--- config.mk ---
export PLATFORM = sky130hd
export DESIGN_NAME = imem_stream_loader
export DESIGN_NICKNAME = d
export VERILOG_FILES = /design/src/rtl/imem_stream_loader.sv
export SDC_FILE = /design/constraint.sdc
export NUM_CORES = 2
export LEC_CHECK = 0
export BUFFER_PORTS_ARGS = -buffer_cell sky130_fd_sc_hd__buf_2
export CORE_MARGIN = 2
export CORE_UTILIZATION = 45
export CTS_CLUSTER_DIAMETER = 50
export DETAILED_ROUTE_END_ITERATION = 16
export PLACE_DENSITY = 0.67
export SLEW_MARGIN = 25
export SYNTH_ARGS = -nofsm -noshare
export SYNTH_HDL_FRONTEND = slang
export SYNTH_SLANG_ARGS = --single-unit
export TNS_END_PERCENT = 30
--- constraint.sdc ---
create_clock -name clk -period 4.6 [get_ports clk]
set_input_delay 1.15 -clock clk [delete_from_list [all_inputs] [get_ports clk]]
set_output_delay 1.15 -clock clk [all_outputs]
set_load 0.005 [all_outputs]
--- src/rtl/imem_stream_loader.sv ---
// Instruction memory with combinational host/debug reads and a streaming burst loader.
// Latency: reads are combinational; a loaded word becomes readable the cycle after its accept edge.
// Backpressure: ld_ready is high only in LOAD; the host core is held and fed NOPs for the whole burst.
module imem_stream_loader #(
  parameter int DATA_W = 32,
  parameter int ADDR_W = 6
) (
  input  logic              clk,
  input  logic              rst_n,
  input  logic [ADDR_W-1:0] rd_addr,
  output logic [DATA_W-1:0] rd_data,
  output logic              host_hold,
  input  logic [ADDR_W-1:0] dbg_addr,
  output logic [DATA_W-1:0] dbg_data,
  input  logic              ld_start,
  input  logic [ADDR_W-1:0] ld_base,
  input  logic [ADDR_W:0]   ld_count,
  input  logic              ld_valid,
  input  logic [DATA_W-1:0] ld_data,
  output logic              ld_ready,
  input  logic              ld_abort,
  output logic              ld_busy,
  output logic              ld_done,
  output logic              ld_aborted,
  output logic [DATA_W-1:0] ld_csum
);

  localparam int DEPTH = 1 << ADDR_W;
  localparam int CNT_W = ADDR_W + 1;

  typedef enum logic [1:0] {
    S_IDLE = 2'd0,
    S_LOAD = 2'd1,
    S_DONE = 2'd2
  } state_e;

  state_e              state_q, state_d;
  logic [ADDR_W-1:0]   waddr_q, waddr_d;
  logic [CNT_W-1:0]    remain_q, remain_d;
  logic [DATA_W-1:0]   csum_q, csum_d;
  logic                aborted_q, aborted_d;
  logic                ready_q, ready_d;
  logic                busy_q, busy_d;
  logic                done_q, done_d;
  logic                hold_q, hold_d;
  logic                wr_en;

  // Storage has no reset so a reset never disturbs loaded code; it powers up cleared.
  logic [DATA_W-1:0]   mem [DEPTH] = '{default: '0};

  // A word is written only on a real handshake in LOAD; a simultaneous abort wins and drops it.
  assign wr_en = (state_q == S_LOAD) && ld_valid && !ld_abort;

  // Next-state, burst bookkeeping and registered status outputs.
  always_comb begin
    state_d   = state_q;
    waddr_d   = waddr_q;
    remain_d  = remain_q;
    csum_d    = csum_q;
    aborted_d = aborted_q;
    case (state_q)
      S_IDLE: begin
        if (ld_start) begin
          csum_d    = '0;
          aborted_d = 1'b0;
          if (ld_count != '0) begin
            waddr_d  = ld_base;
            remain_d = ld_count;
            state_d  = S_LOAD;
          end else begin
            // Empty burst: report completion without touching memory.
            state_d = S_DONE;
          end
        end
      end
      S_LOAD: begin
        if (ld_abort) begin
          aborted_d = 1'b1;
          state_d   = S_DONE;
        end else if (ld_valid) begin
          // Address wraps naturally at DEPTH-1 -> 0 through the ADDR_W-bit add.
          waddr_d  = waddr_q + ADDR_W'(1);
          remain_d = remain_q - CNT_W'(1);
          csum_d   = csum_q + ld_data;
          if (remain_q == CNT_W'(1)) begin
            state_d = S_DONE;
          end
        end
      end
      S_DONE: begin
        state_d = S_IDLE;
      end
      default: begin
        state_d = S_IDLE;
      end
    endcase
    // Status outputs are decoded from the next state so they come straight out of flops.
    ready_d = (state_d == S_LOAD);
    busy_d  = (state_d == S_LOAD);
    hold_d  = (state_d == S_LOAD);
    done_d  = (state_d == S_DONE);
  end

  // Control and status registers; reset kills any burst silently (no done pulse).
  always_ff @(posedge clk or negedge rst_n) begin
    if (!rst_n) begin
      state_q   <= S_IDLE;
      waddr_q   <= '0;
      remain_q  <= '0;
      csum_q    <= '0;
      aborted_q <= 1'b0;
      ready_q   <= 1'b0;
      busy_q    <= 1'b0;
      done_q    <= 1'b0;
      hold_q    <= 1'b0;
    end else begin
      state_q   <= state_d;
      waddr_q   <= waddr_d;
      remain_q  <= remain_d;
      csum_q    <= csum_d;
      aborted_q <= aborted_d;
      ready_q   <= ready_d;
      busy_q    <= busy_d;
      done_q    <= done_d;
      hold_q    <= hold_d;
    end
  end

  // Memory write port; reads below see the old word until after this edge.
  always_ff @(posedge clk) begin
    if (wr_en) begin
      mem[waddr_q] <= ld_data;
    end
  end

  assign dbg_data   = mem[dbg_addr];
  assign rd_data    = hold_q ? '0 : mem[rd_addr];
  assign host_hold  = hold_q;
  assign ld_ready   = ready_q;
  assign ld_busy    = busy_q;
  assign ld_done    = done_q;
  assign ld_aborted = aborted_q;
  assign ld_csum    = csum_q;

endmodule
==> flow_summary_export.csv <==
group,metric,value,unit
synthesis,synth-edff-count,2048,
synthesis,synthTopCellsByCount,"edfxtp_1, mux4_2, clkbuf_1",
timing,timing.fmax,0.201,GHz
pwr,swShare,24.8,%
synthesis,synth_top_cell_area_share,63.1,%
setup_path,cp_data_arrival_time,3820,ps
timing,fin_crit_sh,108,%
clock_network,cts_hold_buf,0,
floorplan,die_w,469,um
clock_network,root_buffer,"clkbuf_16",
pwr,p_per_area,387,nW/um^2
synthesis,synth-simple-area-share,1.25,%
synthesis,synth_area_leaders,"edfxtp_1, mux4_2, dfrtp_1",
timing,fin_ws,-371,ps
placed_design,hpwl,187000,um
job,drv_cap,0,
status,failed_checks,"negative setup slack",
drt,num_vias,54800,
global_routing,track_usage,27.8,%
synthesis,post-synth-top-count-cell,"edfxtp_1",
synthesis,synth_mux_area_share,30.8,%
setup_path,r2r-end,"ld_csum[30]",
clock_network,h-tree-depth,4,
synthesis,synthCells,4335,
drt,ant_nets,0,
timing,worst_pin_slew,1090,ps
clock_network,cts_buffer_depth,3,
setup_path,critPathKind,"in -> out",
placed_design,gp_congestion,0.873,
drt,wl,309000,um
pwr,vdd_ir_drop_max,0.411,mV
synthesis,synth_ff_type,"edfxtp_1",
synthesis,ys_seq_area_share,64.4,%
min_path,holdCritPathClass,"in -> async",
setup_path,start_kind,"input pin",
pwr,p_leak,37.2,nW
synthesis,avgSynthCellArea,22.5,sq um
finish,final_layout_size_suffix_gt1_share,48.4,%
synthesis,syn_area,97500,sq um
synthesis,ys_types,53,
synthesis,synth-compound-area-share,1.34,%
setup_path,crit_required,3450,ps
status,status,"complete, but fails checks",
synthesis,synth_warnings,0,
pwr,seqPwrFrac,47.9,%
timing,setup_viol,64,
drt,drc,0,
setup_path,rr_worst_depth,13,
setup_path,ff2ff_setup_slack,1120,ps
synthesis,synth_top_family_by_area,"multiplexers",
global_routing,grt_pass1_wl,427000,um
global_routing,antenna_found_initial,21,
floorplan,core,215000,sq um
clock_network,cts_buffers,213,
floorplan,die_h,469,um
synthesis,ys_ff_latch,2098,
finish,final_nets,5062,
clock_network,clock_sinks,2098,
drt,drt_iter0_drc,8057,
placed_design,dpl.cell_count,7516,
setup_path,worstReg2RegStart,"ld_csum[0]",
floorplan,start_util,45.3,%
clock_network,cts_tree,"yes",
pwr,power.net_switching,0.0112,W
drt,via_per_inst,6.85,
synthesis,synth_fp_nets,4432,
pwr,pwr-share-clk,38.9,%
pwr,internal-power,0.0338,W
timing,max_slew_margin,27.2,%
finish,fin_area,116000,sq um
floorplan,die_area,220000,sq um
timing,maxSlewViolCount,0,
finish,fin_cells,7994,
timing,hold_viol,0,
drt,first_pass_iters,5,
synthesis,yosysTopAreaCell,"edfxtp_1",
global_routing,grt_max_degree,68,
clock_network,insertion_delay,860,ps
placed_design,portBuffers,162,
clock_network,clk_pin_slew_worst_paths,60,ps
synthesis,synthAdderAreaFrac,0.457,%
setup_path,worstPathMaxFanout,8,
global_routing,grt_pass1_vias,54500,
finish,finish.utilization,54.0,%
placed_design,place_area,107000,sq um
synthesis,synthArstFlopShare,2.38,%
placed_design,post-place-ws,-831,ps
synthesis,synth-xor-area-share,0.234,%
pwr,p_comb_share,13.1,%
global_routing,gr-total-overflow,0,
floorplan,boundaryPins,163,
floorplan,floorplan.rows,170,
timing,rsz0062_at_grt,"true",
timing,finClkSkew,23.5,ps
timing,fin_crit,4970,ps
finish,syn_to_final_growth,19.2,%
drt,wl_per_cell,38.7,um
setup_path,cp-end-kind,"output port",
-- final cells by class --
cell class,count,area (sq um)
antenna,7,17.5
inverter,15,56.3
timing repair buffer,750,8860
fill,15900,98900
clock inverter,141,1380
tap,2838,3550
multi-input combinational,1887,33900
sequential,2098,62800
clock buffer,258,5630
-- per-stage QoR --
step / total power [W] / TNS [ps] / hold slack, ps
after detailed placement: 0.0275 / -17820 / 482
after global placement: 0.0274 / -17450 / 467
final: 0.0450 / -13520 / 285
after floorplan: 0.0250 / 0 / 449
after global routing: 0.0462 / -15120 / 301
after CTS: 0.0450 / -12920 / 256
-- worst max-delay path by stage --
stage | from | endpoint | slack [ps] | depth (start not counted)
4_1_cts | rd_addr[0] | rd_data[9] | -320 | 9
3_5_place_dp | rd_addr[0] | rd_data[5] | -830 | 11
3_3_place_gp | rd_addr[0] | rd_data[5] | -790 | 11
2_1_floorplan | rd_addr[0] | rd_data[10] | 30 | 6
6_report | rd_addr[0] | rd_data[3] | -370 | 11
5_1_grt | rd_addr[0] | rd_data[3] | -330 | 11
-- flip-flops by register name, indices dropped and copies added, names as in the netlist --
signal	flops
ld_done	1
state_q	2
remain_q	7
host_hold	1
ld_csum	32
mem	2048
waddr_q	6
ld_aborted	1
-- cells by family after synthesis --
group / count (synthesis)
flops: 2098
mux: 1352
buf+inv: 350
simple gates: 267
compound gates: 207
fa+ha+maj: 35
xor+xnor: 26
-- repair_timing --
item	4_1_cts	5_1_grt
cloned	14	11
gates resized for setup	93	62
setup buffers	22	31
pin swaps	5	7
endpoints found under the setup margin	64	64
-- per-layer routing --
| metal | part of all wire [%] | wire length (um) | global-route usage (%) |
|---|---|---|---|
| met5 | 0.022 | 67 | 0 |
| met4 | 5.5 | 17100 | 12.8 |
| met3 | 11 | 33900 | 5.74 |
| met2 | 48 | 149000 | 44.6 |
| met1 | 35 | 109000 | 36.8 |
-- power groups by stage --
stage,registers (W),logic (W),clock network [W]
after floorplan,0.0218,0.00316,0
after global placement,0.0219,0.00552,0
after detailed placement,0.0220,0.00558,0
after CTS,0.0216,0.00575,0.0177
after global routing,0.0216,0.00618,0.0184
final,0.0216,0.00590,0.0175
-- layout by cell type, fill, tap and decap left out, types with 15 or more instances in the layout --
master,n
buf_6,36
a21o_1,19
clkbuf_16,230
buf_4,312
nand2_1,72
o21ai_0,55
nor2_1,34
a211oi_1,20
clkinv_2,43
nor2_4,64
nand3_1,18
clkbuf_1,39
a21oi_1,41
edfxtp_1,2048
clkinvlp_4,17
buf_16,34
xnor2_1,15
bufinv_16,21
nor2b_1,39
buf_12,195
inv_1,15
mux2i_1,22
mux4_2,1321
buf_2,148
ha_1,34
clkinv_1,35
dfrtp_1,49
-- critical path, cell delays in order --
cell      delay [ps]
buf_16           140
buf_16           160
buf_12           160
buf_12           150
buf_12           140
mux4_2           340
mux4_2           230
mux2i_1           80
buf_4            170
a211oi_1         800
buf_2            250
Power figures use the tool's default switching activity.
